### src/rtl/fetch_pkg.sv
// ============================================================================
// Module   : fetch_pkg
// Purpose  : Shared types and constants for the instruction fetch unit:
//            fetch FSM state encoding, the {pc, inst} buffer entry and the
//            instruction word size in bytes.
// Revision : 1.0 - initial release
// ============================================================================
`timescale 1ns/1ps
`default_nettype none

package fetch_pkg;

    typedef enum logic [1:0] {
        S_REQ  = 2'd0,
        S_WAIT = 2'd1,
        S_DROP = 2'd2
    } fetch_state_t;

    typedef struct packed {
        logic [31:0] pc;
        logic [31:0] inst;
    } fetch_entry_t;

    localparam int WORD_BYTES = 4;

endpackage

`default_nettype wire

### src/rtl/fetch_fifo.sv
// ============================================================================
// Module   : fetch_fifo
// Purpose  : Small circular buffer of fetched {pc, inst} entries.
// Ports    : clk       in   clock
//            rst       in   synchronous active-high reset
//            flush     in   empty the buffer; overrides push and pop
//            push      in   write push_data at the tail
//            push_data in   entry to write
//            pop       in   drop the head entry
//            head      out  entry at the head of the buffer
//            count     out  number of valid entries
// Revision : 1.0 - initial release
// ============================================================================
`timescale 1ns/1ps
`default_nettype none

module fetch_fifo
    import fetch_pkg::*;
#(
    parameter int DEPTH = 2
) (
    input  logic                       clk,
    input  logic                       rst,
    input  logic                       flush,
    input  logic                       push,
    input  fetch_entry_t               push_data,
    input  logic                       pop,
    output fetch_entry_t               head,
    output logic [$clog2(DEPTH+1)-1:0] count
);

    localparam int c_PTR_W = $clog2(DEPTH);
    localparam int c_CNT_W = $clog2(DEPTH+1);

    fetch_entry_t         r_mem [DEPTH];
    logic [c_PTR_W-1:0]   r_rd_ptr;
    logic [c_PTR_W-1:0]   r_wr_ptr;
    logic [c_CNT_W-1:0]   r_count;

    logic w_push;
    logic w_pop;

    // A flush cycle must not leave a half-applied push or pop behind.
    assign w_push = push & ~flush;
    assign w_pop  = pop  & ~flush;

    // Storage carries no reset; only the pointers and count define validity.
    always_ff @(posedge clk) begin
        if (!rst && w_push) begin
            r_mem[r_wr_ptr] <= push_data;
        end
    end

    // DEPTH is a power of two, so the pointers wrap naturally.
    always_ff @(posedge clk) begin
        if (rst || flush) begin
            r_rd_ptr <= '0;
            r_wr_ptr <= '0;
            r_count  <= '0;
        end else begin
            if (w_push) begin
                r_wr_ptr <= r_wr_ptr + c_PTR_W'(1);
            end
            if (w_pop) begin
                r_rd_ptr <= r_rd_ptr + c_PTR_W'(1);
            end
            case ({w_push, w_pop})
                2'b10:   r_count <= r_count + c_CNT_W'(1);
                2'b01:   r_count <= r_count - c_CNT_W'(1);
                default: r_count <= r_count;
            endcase
        end
    end

    assign head  = r_mem[r_rd_ptr];
    assign count = r_count;

endmodule

`default_nettype wire

### src/rtl/inst_fetch_unit.sv
// ============================================================================
// Module   : inst_fetch_unit
// Purpose  : Consumer end of the PC interface. Issues one instruction-memory
//            read per PC address (req/gnt + rvalid), stalls the PC until a
//            request is granted, buffers {pc, inst} pairs for decode and
//            flushes/discards on branch redirects.
// Ports    : clk, rst                      clock, sync active-high reset
//            pc_address, is_branch_taken   from the PC
//            pc_stall                      to the PC
//            imem_req/addr/gnt/rvalid/rdata instruction memory port
//            inst_valid/ready, inst, inst_pc decode interface
// Revision : 1.0 - initial release
// ============================================================================
`timescale 1ns/1ps
`default_nettype none

module inst_fetch_unit
    import fetch_pkg::*;
#(
    parameter int          DEPTH    = 2,
    parameter logic [31:0] RESET_PC = 32'h0000_0000
) (
    input  logic        clk,
    input  logic        rst,
    input  logic [31:0] pc_address,
    input  logic        is_branch_taken,
    output logic        pc_stall,
    output logic        imem_req,
    output logic [31:0] imem_addr,
    input  logic        imem_gnt,
    input  logic        imem_rvalid,
    input  logic [31:0] imem_rdata,
    output logic        inst_valid,
    input  logic        inst_ready,
    output logic [31:0] inst,
    output logic [31:0] inst_pc
);

    localparam int                 c_CNT_W   = $clog2(DEPTH+1);
    localparam logic [c_CNT_W-1:0] c_FULL    = c_CNT_W'(DEPTH);
    localparam int                 c_ALIGN_W = $clog2(WORD_BYTES);

    fetch_state_t       r_state;
    logic [31:0]        r_req_pc;

    logic [c_CNT_W-1:0] w_count;
    fetch_entry_t       w_head;
    fetch_entry_t       w_push_data;
    logic               w_push;
    logic               w_pop;
    logic               w_room;

    // Requests are only issued with buffer room, so a response always has a
    // slot waiting for it. During a redirect pc_address is stale: no request.
    assign w_room    = (w_count < c_FULL);
    assign imem_req  = (r_state == S_REQ) & w_room & ~is_branch_taken & ~rst;
    assign imem_addr = pc_address;

    // The PC honours stall over branch, so stall must be released whenever a
    // redirect is presented or the new target would never be loaded.
    assign pc_stall  = ~(imem_req & imem_gnt) & ~is_branch_taken;

    assign inst_valid  = (w_count != '0) & ~is_branch_taken;
    assign w_pop       = inst_valid & inst_ready;
    assign w_push      = (r_state == S_WAIT) & imem_rvalid & ~is_branch_taken;
    assign w_push_data = {r_req_pc, imem_rdata};

    assign inst    = w_head.inst;
    assign inst_pc = w_head.pc;

    fetch_fifo #(
        .DEPTH (DEPTH)
    ) u_fifo (
        .clk       (clk),
        .rst       (rst),
        .flush     (is_branch_taken),
        .push      (w_push),
        .push_data (w_push_data),
        .pop       (w_pop),
        .head      (w_head),
        .count     (w_count)
    );

    always_ff @(posedge clk) begin
        if (rst) begin
            r_state  <= S_REQ;
            r_req_pc <= '0;
        end else if (is_branch_taken) begin
            // An outstanding response still has to come back; S_DROP swallows it.
            case (r_state)
                S_WAIT:  r_state <= imem_rvalid ? S_REQ : S_DROP;
                S_DROP:  r_state <= imem_rvalid ? S_REQ : S_DROP;
                default: r_state <= S_REQ;
            endcase
        end else begin
            case (r_state)
                S_REQ: begin
                    if (imem_req && imem_gnt) begin
                        r_req_pc <= pc_address;
                        r_state  <= S_WAIT;
                    end
                end
                S_WAIT: begin
                    if (imem_rvalid) begin
                        r_state <= S_REQ;
                    end
                end
                S_DROP: begin
                    if (imem_rvalid) begin
                        r_state <= S_REQ;
                    end
                end
                default: r_state <= S_REQ;
            endcase
        end
    end

    a_addr_aligned : assert property (@(posedge clk) disable iff (rst)
        imem_req |-> (imem_addr[c_ALIGN_W-1:0] == '0));

    a_rvalid_outstanding : assert property (@(posedge clk) disable iff (rst)
        imem_rvalid |-> (r_state != S_REQ));

    a_no_overflow : assert property (@(posedge clk) disable iff (rst)
        (w_push && (w_count == c_FULL)) |-> w_pop);

    a_reset_pc : assert property (@(posedge clk)
        ($past(rst) && !rst && imem_req) |-> (imem_addr == RESET_PC));

endmodule

`default_nettype wire

### config.mk
export PLATFORM = sky130hd
export DESIGN_NAME = inst_fetch_unit
export DESIGN_NICKNAME = d
export VERILOG_FILES = /design/src/rtl/fetch_pkg.sv /design/src/rtl/fetch_fifo.sv /design/src/rtl/inst_fetch_unit.sv
export SDC_FILE = /design/constraint.sdc
export NUM_CORES = 1
export LEC_CHECK = 0
export CAP_MARGIN = 40
export CORE_MARGIN = 2
export CORE_UTILIZATION = 54
export CTS_BUF_LIST = sky130_fd_sc_hd__clkbuf_8
export DETAILED_ROUTE_END_ITERATION = 8
export HOLD_SLACK_MARGIN = 0.1
export PLACE_DENSITY_LB_ADDON = 0.05
export SYNTH_ARGS = -nofsm -noshare
export SYNTH_HDL_FRONTEND = slang
export SYNTH_SLANG_ARGS = --single-unit
### constraint.sdc
create_clock -name clk -period 20.9 [get_ports clk]
set_input_delay 3.135 -clock clk [delete_from_list [all_inputs] [get_ports clk]]
set_output_delay 3.135 -clock clk [all_outputs]
set_load 0.05 [all_outputs]
==> flow_metrics.env, run 1 <==
export IMPL_grt_pass1_wl_um=19200
export IMPL_port_buffers=168
export IMPL_worst_setup_path_end_kind="primary output"
export IMPL_yosys_area_top_type="edfxtp_1"
export IMPL_power_mw=0.638
export IMPL_placed_area_um2=8040
export IMPL_cts_made_buffers=17
export IMPL_p_leak_nw=2.90
export IMPL_pwr_density_cell_nw_per_um2=75.4
export IMPL_critPathSlowestCell="clkdlybuf4s50_1"
export IMPL_period_share_pct=42.2
export IMPL_syn_to_final_growth_pct=30.3
export IMPL_drive_above_1_share_pct=18.9
export IMPL_ioPinCount=169
export IMPL_synth_seq_area_share_pct=71.3
export IMPL_dp_hpwl_um=7910
export IMPL_hold_start="r_req_pc[26]"
export IMPL_grt_overflow=0
export IMPL_ys_seq_elements=167
export IMPL_wl_per_cell_um=17.7
export IMPL_die_w_um=114
export IMPL_grt_max_degree=63
export IMPL_place_gp_congestion=0.753
export IMPL_first_iter_violations=318
export IMPL_syn_mean_instance_area_um2=15.5
export IMPL_die_area_um2=12900
export IMPL_drt_pass1_iter_count=4
export IMPL_postRouteAntennaNets=0
export IMPL_critical_path_class="in -> out"
export IMPL_max_cap_viol_count=0
export IMPL_rsz0062_at_grt="no"
export IMPL_period_minus_slack_ns=8.82
export IMPL_slowest_delay_ns=0.82
export IMPL_synth_area_um2=6490
export IMPL_clkTransAtPathRegs_ns=0.08
export IMPL_tightest_slew_ns=0.552
export IMPL_finalSetupViolations=0
export IMPL_peakVddDrop_mv=0.0476
export IMPL_num_vias=3816
export IMPL_crit_family="buffers and inverters"
export IMPL_track_usage_pct=19.7
export IMPL_drv_slew=0
export IMPL_required_ns=17.77
export IMPL_holdCritPathClass="reg -> reg"
export IMPL_crit_fanout=38
export IMPL_startpoint_type="input port"
export IMPL_antenna_cells=0
export IMPL_clock_latency_ns=0.43
export IMPL_layout_nets=628
export IMPL_cts_tree="yes"
export IMPL_clock_sinks=167
export IMPL_path_cells="clkdlybuf4s50_1 > buf_4 > or4b_1 > buf_4 > inv_8 > a21oi_1 > clkdlybuf4s50_1"
export IMPL_finalSetupTns_ns=0
export IMPL_cts_hold_fix_buffers=0
export IMPL_yosysTopAreaCellShare_pct=59.2
export IMPL_dp_worst_setup_slack_ns=12.09
export IMPL_setup_slack_ns=12.08
export IMPL_final_area_um2=8450
export IMPL_netlist_instances=418
export IMPL_finalClockSkew_ns=0.00399
export IMPL_drt_wl_total_um=12600
export IMPL_start_util_pct=54.7
export IMPL_reg2reg_from="r_state[1]"
export IMPL_synth_area_leaders="edfxtp_1 (59%), dfxtp_1 (12%), mux2_2 (11%)"
export IMPL_antenna_found_initial=0
export IMPL_ys_warn_count=0
export IMPL_slew_headroom_pct=63.1
export IMPL_hold_viol=0
export IMPL_rows=40
export IMPL_via_per_inst=5.34
export IMPL_grt_pass1_vias=3882
export IMPL_cts_setup_buffers=0
export IMPL_cts_root_buf="clkbuf_8"
export IMPL_crit_buf_inv=5
export IMPL_rr_endpoint="r_req_pc[20]"
export IMPL_whs_endpoint="u_fifo.r_mem[0][58]"
export IMPL_outcome="finished clean"
export IMPL_syn_nets=491
export IMPL_cts_buffer_depth=2
export IMPL_route_detailed_drc=0
export IMPL_cts_resized=0
export IMPL_fp_coreArea_um2=11900
export IMPL_whs_ns=0.452
export IMPL_yosysUniqueCellTypes=37
export IMPL_r2r_cells=7
export IMPL_cts_htree_levels=4
export IMPL_fill_cells=842
export IMPL_die_h_um=114
export IMPL_reg2reg_slack_ns=18.92
export IMPL_max_freq_mhz=113
export IMPL_whs_path_depth=0
export IMPL_critPathArrivalTime_ns=5.69
## metrics by stage
stage	std cells	utilization [%]
3_3_place_gp	680	67.2
4_1_cts	714	71.2
5_1_grt	714	71.2
3_5_place_dp	683	67.8
6_report	714	71.2
2_1_floorplan	418	-
## cell type report
type	instances	area, um^2	share of cell area [%]
Sequential cell	167	4630	54.8
Clock buffer	20	275	3.26
Inverter	5	27.5	0.326
Clock inverter	11	131	1.55
Multi-Input combinational cell	189	1430	16.9
Timing Repair Buffer	175	1780	21.1
Tap cell	147	184	2.18
## registers in the layout, indices dropped and copies added (netlist names), named ones only
signal           flops
r_req_pc            32
u_fifo.r_mem       128
r_state              2
u_fifo.r_rd_ptr      1
u_fifo.count         2
u_fifo.r_wr_ptr      1
## power breakdown
| part | switching, mW | total (mW) | internal [mW] |
|---|---|---|---|
| Combinational | 0.0270 | 0.0472 | 0.0202 |
| Sequential | 0.00151 | 0.359 | 0.358 |
| Clock | 0.106 | 0.231 | 0.125 |
## logic make-up after synthesis
family / Yosys count / synth area share (%)
xor+xnor: 3 / 0.405
simple gates: 46 / 3.84
fa+ha+maj: 3 / 0.579
buf+inv: 62 / 6.88
mux: 64 / 11.1
flops: 167 / 71.3
compound gates: 73 / 5.90
## metal layers
| metal | vias up | part of all wire [%] | GRT usage, % |
|---|---|---|---|
| li1 | 1812 | - | - |
| met1 | 1853 | 43 | 24.3 |
| met2 | 136 | 49 | 32.5 |
| met3 | 15 | 6.3 | 5.95 |
| met4 | 0 | 1.6 | 8.13 |
| met5 | - | 0 | 0 |
## cell usage in the layout, fill, tap and decap left out, types with 2 or more instances in the layout
| master | synthesis | routed |
|---|---|---|
| clkinvlp_4 | 0 | 2 |
| xor2_1 | 2 | 2 |
| nand3_1 | 33 | 33 |
| nor3_1 | 2 | 2 |
| ha_1 | 3 | 3 |
| edfxtp_1 | 128 | 128 |
| inv_1 | 3 | 5 |
| clkdlybuf4s50_1 | 0 | 168 |
| dfxtp_1 | 39 | 38 |
| mux2_2 | 64 | 64 |
| bufinv_16 | 0 | 3 |
| buf_4 | 35 | 4 |
| o21ai_0 | 17 | 17 |
| a21oi_1 | 34 | 34 |
| clkinv_2 | 1 | 4 |
| o21ai_1 | 18 | 18 |
| buf_12 | 0 | 2 |
| clkbuf_8 | 0 | 20 |
| nand2_1 | 2 | 2 |
## worst max-delay path by stage
stage	startpoint	slack, ns	cells after the start	to
final	rst	12.08	7	pc_stall
after global routing	rst	11.96	7	pc_stall
after floorplan	is_branch_taken	10.84	1	u_fifo.r_mem[0][0]
after detailed placement	rst	12.09	7	pc_stall
after CTS	rst	12.09	7	pc_stall
after global placement	rst	12.11	7	pc_stall
## cells in the mapped netlist, drive strengths merged
cell type      count
nor2b              1
a21oi             34
or3                1
and2               1
dfxtp             39
xnor2              1
and4               1
nor2               1
inv                4
clkinv             1
ha                 3
o21ai             35
o221a              1
clkdlybuf4s50      1
nand3             33
dlygate4sd1        1
nor4               1
edfxtp           128
xor2               2
nor3               3
nand2              2
or4b               1
clkbuf             7
buf               48
o21ba              1
a2111oi            1
nand4b             1
mux2              64
a21boi             1
No activity file was read; power rests on OpenSTA's default activity.
==> run 2: changes to the inputs <==
--- a/config.mk
+++ b/config.mk
@@ -7,7 +7,7 @@
 export LEC_CHECK = 0
 export CAP_MARGIN = 40
 export CORE_MARGIN = 2
-export CORE_UTILIZATION = 54
+export CORE_UTILIZATION = 50
 export CTS_BUF_LIST = sky130_fd_sc_hd__clkbuf_8
 export DETAILED_ROUTE_END_ITERATION = 8
 export HOLD_SLACK_MARGIN = 0.1
==> constraint.sdc (replaced) <==
create_clock -name clk -period 9.2 [get_ports clk]
set_input_delay 1.38 -clock clk [delete_from_list [all_inputs] [get_ports clk]]
set_output_delay 1.38 -clock clk [all_outputs]
set_load 0.05 [all_outputs]
==> run 2 against run 1 <==
  * Critical path depth unchanged
  * Routed wire length shrank 1.4%
  * Sequential cell count stayed put
  * Hold slack worse by 0.00068 ns
  * Cell count rose by 3.6%
  * Combinational power is 130% higher
  * Register-to-register slack lost 12 ns
  * Setup slack lost 8.2 ns
  * Non-clock buffer count unchanged
  * Via count about the same
==> flow_metrics.env, run 2 (synthesis results as in run 1) <==
export IMPL_outcome="finished clean"
export IMPL_cts_made_buffers=17
export IMPL_ioPinCount=169
export IMPL_clock_sinks=167
export IMPL_clkTransAtPathRegs_ns=0.08
export IMPL_max_freq_mhz=188
export IMPL_whs_path_depth=0
export IMPL_max_cap_viol_count=0
export IMPL_drv_slew=0
export IMPL_fp_coreArea_um2=12600
export IMPL_hold_start="r_req_pc[23]"
export IMPL_die_h_um=118
export IMPL_reg2reg_slack_ns=7.28
export IMPL_drt_pass1_iter_count=4
export IMPL_antenna_cells=0
export IMPL_rr_endpoint="r_req_pc[20]"
export IMPL_cts_buffer_depth=2
export IMPL_clock_power_share_pct=35.4
export IMPL_critPathArrivalTime_ns=3.94
export IMPL_first_iter_violations=248
export IMPL_finalSetupViolations=0
export IMPL_whs_endpoint="u_fifo.r_mem[0][55]"
export IMPL_antenna_found_initial=0
export IMPL_place_gp_congestion=0.775
export IMPL_combPwrFrac_pct=7.5
export IMPL_grt_pass1_vias=3855
export IMPL_slew_headroom_pct=51.5
export IMPL_track_usage_pct=18.2
export IMPL_postRouteAntennaNets=0
export IMPL_largest_register_ffs=128
export IMPL_peakVddDrop_mv=0.0954
export IMPL_dp_hpwl_um=7940
export IMPL_grt_max_degree=49
export IMPL_die_area_um2=13900
export IMPL_dp_worst_setup_slack_ns=3.88
export IMPL_p_int_mw=1.12
export IMPL_required_ns=7.82
export IMPL_r2r_cells=7
export IMPL_critical_path_class="in -> out"
export IMPL_period_minus_slack_ns=5.32
export IMPL_largest_register="u_fifo.r_mem"
export IMPL_wl_per_cell_um=16.8
export IMPL_cts_htree_levels=4
export IMPL_rows=41
export IMPL_layout_commonest_cell="clkdlybuf4s50_1"
export IMPL_cts_resized=0
export IMPL_grt_pass1_wl_um=19400
export IMPL_die_w_um=118
export IMPL_cts_setup_buffers=0
export IMPL_rsz0062_at_grt="no"
export IMPL_final_cell_mix="clkdlybuf4s50_1 (168), edfxtp_1 (128), mux2_2 (64)"
export IMPL_fill_cells=943
export IMPL_pwr_density_cell_nw_per_um2=169
export IMPL_period_share_pct=57.8
export IMPL_grt_overflow=0
export IMPL_reg2reg_from="r_state[1]"
export IMPL_cts_root_buf="clkbuf_8"
export IMPL_drive_above_1_share_pct=18.8
export IMPL_cts_tree="yes"
export IMPL_power_switching_share_pct=21.3
export IMPL_via_per_inst=5.15
export IMPL_layout_nets=628
export IMPL_port_buffers=168
export IMPL_reg_top3="u_fifo.r_mem (128), r_req_pc (32)"
export IMPL_route_detailed_drc=0
export IMPL_sequentialPowerShare_pct=57.1
export IMPL_num_vias=3814
export IMPL_cts_hold_fix_buffers=0
export IMPL_holdCritPathClass="reg -> reg"
export IMPL_syn_to_final_growth_pct=30.5
export IMPL_tightest_slew_ns=0.727
export IMPL_clock_latency_ns=0.44
export IMPL_startpoint_type="input port"
export IMPL_hold_viol=0
export IMPL_start_util_pct=51.4
export IMPL_drt_wl_total_um=12400
export IMPL_p_leak_nw=2.90
export IMPL_setup_slack_ns=3.88
export IMPL_crit_fanout=38
export IMPL_worst_setup_path_end_kind="primary output"
export IMPL_finalClockSkew_ns=0.00816
export IMPL_finalSetupTns_ns=0
export IMPL_p_switching_mw=0.305
==> run 2: worst max-delay path: stages <==
cell and delay, ns:
clkdlybuf4s50_1 0.45, buf_4 0.36, or4b_1 0.18, buf_4 0.36, inv_8 0.16, a21oi_1 0.18, clkdlybuf4s50_1 0.82
==> run 2: layout make-up <==
cell class                      instances  area [um^2]  area share [%]
Tap cell                              172          215            2.54
Multi-Input combinational cell        189         1430            16.8
Timing Repair Buffer                  175         1770            21.0
Clock buffer                           21          289            3.42
Clock inverter                         11          106            1.26
Sequential cell                       167         4630            54.7
Inverter                                5         27.5           0.325
==> run 2: metrics by stage <==
| step | cells | hold slack [ns] | utilization (%) | instance area (um^2) | power (mW) |
|---|---|---|---|---|---|
| after floorplan | 418 | 0.419 | - | 6490 | 0.898 |
| after global placement | 706 | 0.422 | 63.5 | 8010 | 0.938 |
| final | 740 | 0.452 | 67.1 | 8460 | 1.43 |
| after CTS | 740 | 0.450 | 67.1 | 8460 | 1.44 |
| after global routing | 740 | 0.463 | 67.1 | 8460 | 1.48 |
| after detailed placement | 708 | 0.431 | 63.9 | 8070 | 0.940 |
==> run 2: how the worst max path moves through the flow <==
| stage | startpoint | endpoint | slack [ns] | cells past startpoint |
|---|---|---|---|---|
| after global placement | rst | pc_stall | 3.90 | 7 |
| after global routing | rst | pc_stall | 3.75 | 7 |
| after floorplan | is_branch_taken | u_fifo.r_mem[0][0] | 0.89 | 1 |
| after detailed placement | rst | pc_stall | 3.88 | 7 |
| after CTS | rst | pc_stall | 3.88 | 7 |
| final | rst | pc_stall | 3.88 | 7 |
==> run 2: power by group through the flow <==
stage                     Combinational (mW)  Clock (mW)  Sequential [mW]
after floorplan                       0.0658           0            0.833
after global placement                 0.105           0            0.833
after detailed placement               0.107           0            0.833
after CTS                              0.107       0.521            0.816
after global routing                   0.113       0.547            0.816
final                                  0.107       0.506            0.816
==> run 2: routing by layer <==
layer | routed length (um) | global-route usage [%]
met5 | 0 | 0
met4 | 196 | 7.30
met3 | 692 | 5.18
met2 | 6270 | 30.9
met1 | 5270 | 21.9
==> run 3: changes to the inputs <==
==> constraint.sdc (replaced) <==
create_clock -name clk -period 5.2 [get_ports clk]
set_input_delay 0.78 -clock clk [delete_from_list [all_inputs] [get_ports clk]]
set_output_delay 0.78 -clock clk [all_outputs]
set_load 0.05 [all_outputs]
==> run 3 against run 2 <==
  * Utilization barely moved
  * Clock skew fell by 0.0030 ns
  * Sequential cell count did not move
==> flow_metrics.env, run 3 (synthesis results as in run 1) <==
export IMPL_slew_headroom_pct=55.5
export IMPL_p_int_mw=1.92
export IMPL_combPwrFrac_pct=7.8
export IMPL_period_minus_slack_ns=3.61
export IMPL_placed_area_um2=8100
export IMPL_whs_path_depth=0
export IMPL_tightest_slew_ns=0.665
export IMPL_fp_coreArea_um2=12600
export IMPL_finalSetupViolations=0
export IMPL_antenna_cells=0
export IMPL_drt_wl_total_um=12400
export IMPL_postRouteAntennaNets=0
export IMPL_pwr_density_cell_nw_per_um2=292
export IMPL_critical_path_class="in -> out"
export IMPL_cts_root_buf="clkbuf_8"
export IMPL_rsz0062_at_grt="no"
export IMPL_clock_sinks=167
export IMPL_finalSetupTns_ns=0
export IMPL_cts_made_buffers=17
export IMPL_ioPinCount=169
export IMPL_drt_pass1_iter_count=4
export IMPL_hold_viol=0
export IMPL_cts_buffer_depth=2
export IMPL_clock_power_share_pct=33.9
export IMPL_syn_to_final_growth_pct=30.5
export IMPL_wl_per_cell_um=16.7
export IMPL_required_ns=4.42
export IMPL_layout_commonest_cell="clkdlybuf4s50_1"
export IMPL_die_w_um=118
export IMPL_holdCritPathClass="reg -> reg"
export IMPL_die_area_um2=13900
export IMPL_rows=41
export IMPL_clock_latency_ns=0.44
export IMPL_start_util_pct=51.4
export IMPL_fill_cells=959
export IMPL_reg_top3="u_fifo.r_mem (128), r_req_pc (32)"
export IMPL_grt_pass1_wl_um=19700
export IMPL_drv_slew=0
export IMPL_cts_htree_levels=4
export IMPL_grt_overflow=0
export IMPL_startpoint_type="input port"
export IMPL_dp_worst_setup_slack_ns=1.59
export IMPL_cts_hold_fix_buffers=0
export IMPL_layout_nets=628
export IMPL_port_buffers=168
export IMPL_period_share_pct=69.5
export IMPL_hold_start="r_req_pc[26]"
export IMPL_place_gp_congestion=0.796
export IMPL_power_switching_share_pct=22.5
export IMPL_worst_setup_path_end_kind="primary output"
export IMPL_max_freq_mhz=277
export IMPL_cts_setup_buffers=0
export IMPL_r2r_cells=7
export IMPL_grt_pass1_vias=3944
export IMPL_max_cap_viol_count=0
export IMPL_first_iter_violations=221
export IMPL_outcome="finished clean"
export IMPL_p_leak_nw=2.87
export IMPL_critPathArrivalTime_ns=2.83
export IMPL_power_mw=2.48
export IMPL_whs_ns=0.448
export IMPL_via_per_inst=5.19
export IMPL_cts_resized=0
export IMPL_largest_register_ffs=128
export IMPL_reg2reg_from="r_state[1]"
export IMPL_final_area_um2=8470
export IMPL_antenna_found_initial=0
export IMPL_finalClockSkew_ns=0.00519
export IMPL_dp_hpwl_um=7900
export IMPL_p_switching_mw=0.558
export IMPL_num_vias=3842
export IMPL_setup_slack_ns=1.59
export IMPL_grt_max_degree=51
export IMPL_crit_fanout=38
export IMPL_route_detailed_drc=0
export IMPL_drive_above_1_share_pct=19.7
export IMPL_crit_path_end="pc_stall"
export IMPL_track_usage_pct=18.3
export IMPL_peakVddDrop_mv=0.182
export IMPL_die_h_um=118
export IMPL_clkTransAtPathRegs_ns=0.08
export IMPL_critical_path_startpoint="rst"
export IMPL_final_cell_mix="clkdlybuf4s50_1 (166), edfxtp_1 (128), mux2_2 (64)"
export IMPL_reg2reg_slack_ns=3.26
export IMPL_rr_endpoint="r_req_pc[30]"
export IMPL_sequentialPowerShare_pct=58.3
export IMPL_largest_register="u_fifo.r_mem"
export IMPL_cts_tree="yes"
==> run 3: changes by cell type in the layout (fill, tap and decap cells not counted), moves of 2 or more <==
| cell | change |
|---|---|
| buf_12 | +2 |
| inv_1 | -2 |
| clkinvlp_4 | +5 |
| clkbuf_8 | -2 |
| clkdlybuf4s50_1 | -2 |
==> run 3: how the worst min path moves through the flow <==
stage                                      to  slack, ns
final                     u_fifo.r_mem[1][58]       0.45
after global routing      u_fifo.r_mem[0][40]       0.46
after CTS                 u_fifo.r_mem[1][40]       0.45
after detailed placement  u_fifo.r_mem[1][52]       0.44
after global placement    u_fifo.r_mem[1][40]       0.42
after floorplan           u_fifo.r_mem[0][33]       0.42
==> run 3: per-stage QoR <==
step           cells  util, %
4_1_cts          740     67.1
2_1_floorplan    418        -
5_1_grt          740     67.1
3_5_place_dp     708     64.2
3_3_place_gp     706     63.7
6_report         740     67.1
==> run 3: layout make-up <==
| type | instances | area, um^2 | share of cell area [%] |
|---|---|---|---|
| inverters | 5 | 27.5 | 0.325 |
| flip-flops and latches | 167 | 4630 | 54.7 |
| clock buffers | 19 | 262 | 3.09 |
| repair buffers | 175 | 1790 | 21.2 |
| clock inverters | 13 | 108 | 1.27 |
| multi-input cells | 189 | 1430 | 16.9 |
| well taps | 172 | 215 | 2.54 |
==> run 3: power groups by stage <==
stage	clock network (mW)	logic, mW	registers (mW)
4_1_cts	0.858	0.193	1.44
6_report	0.841	0.192	1.44
5_1_grt	0.911	0.203	1.44
3_5_place_dp	0	0.192	1.47
3_3_place_gp	0	0.188	1.47
2_1_floorplan	0	0.117	1.47
==> run 3: routing by layer <==
layer	track usage (%)	wire [um]	up-vias
met5	0	0	-
met4	8.28	270	0
met3	4.60	744	20
met2	30.8	6250	136
met1	22.2	5100	1876
li1	-	-	1810
==> run 3: worst max-delay path, stage by stage <==
cell and delay, ns:
clkdlybuf4s50_1 0.39, buf_4 0.26, or4b_1 0.51, buf_4 0.28, inv_8 0.24, a21oi_1 0.14
buf_12 0.21
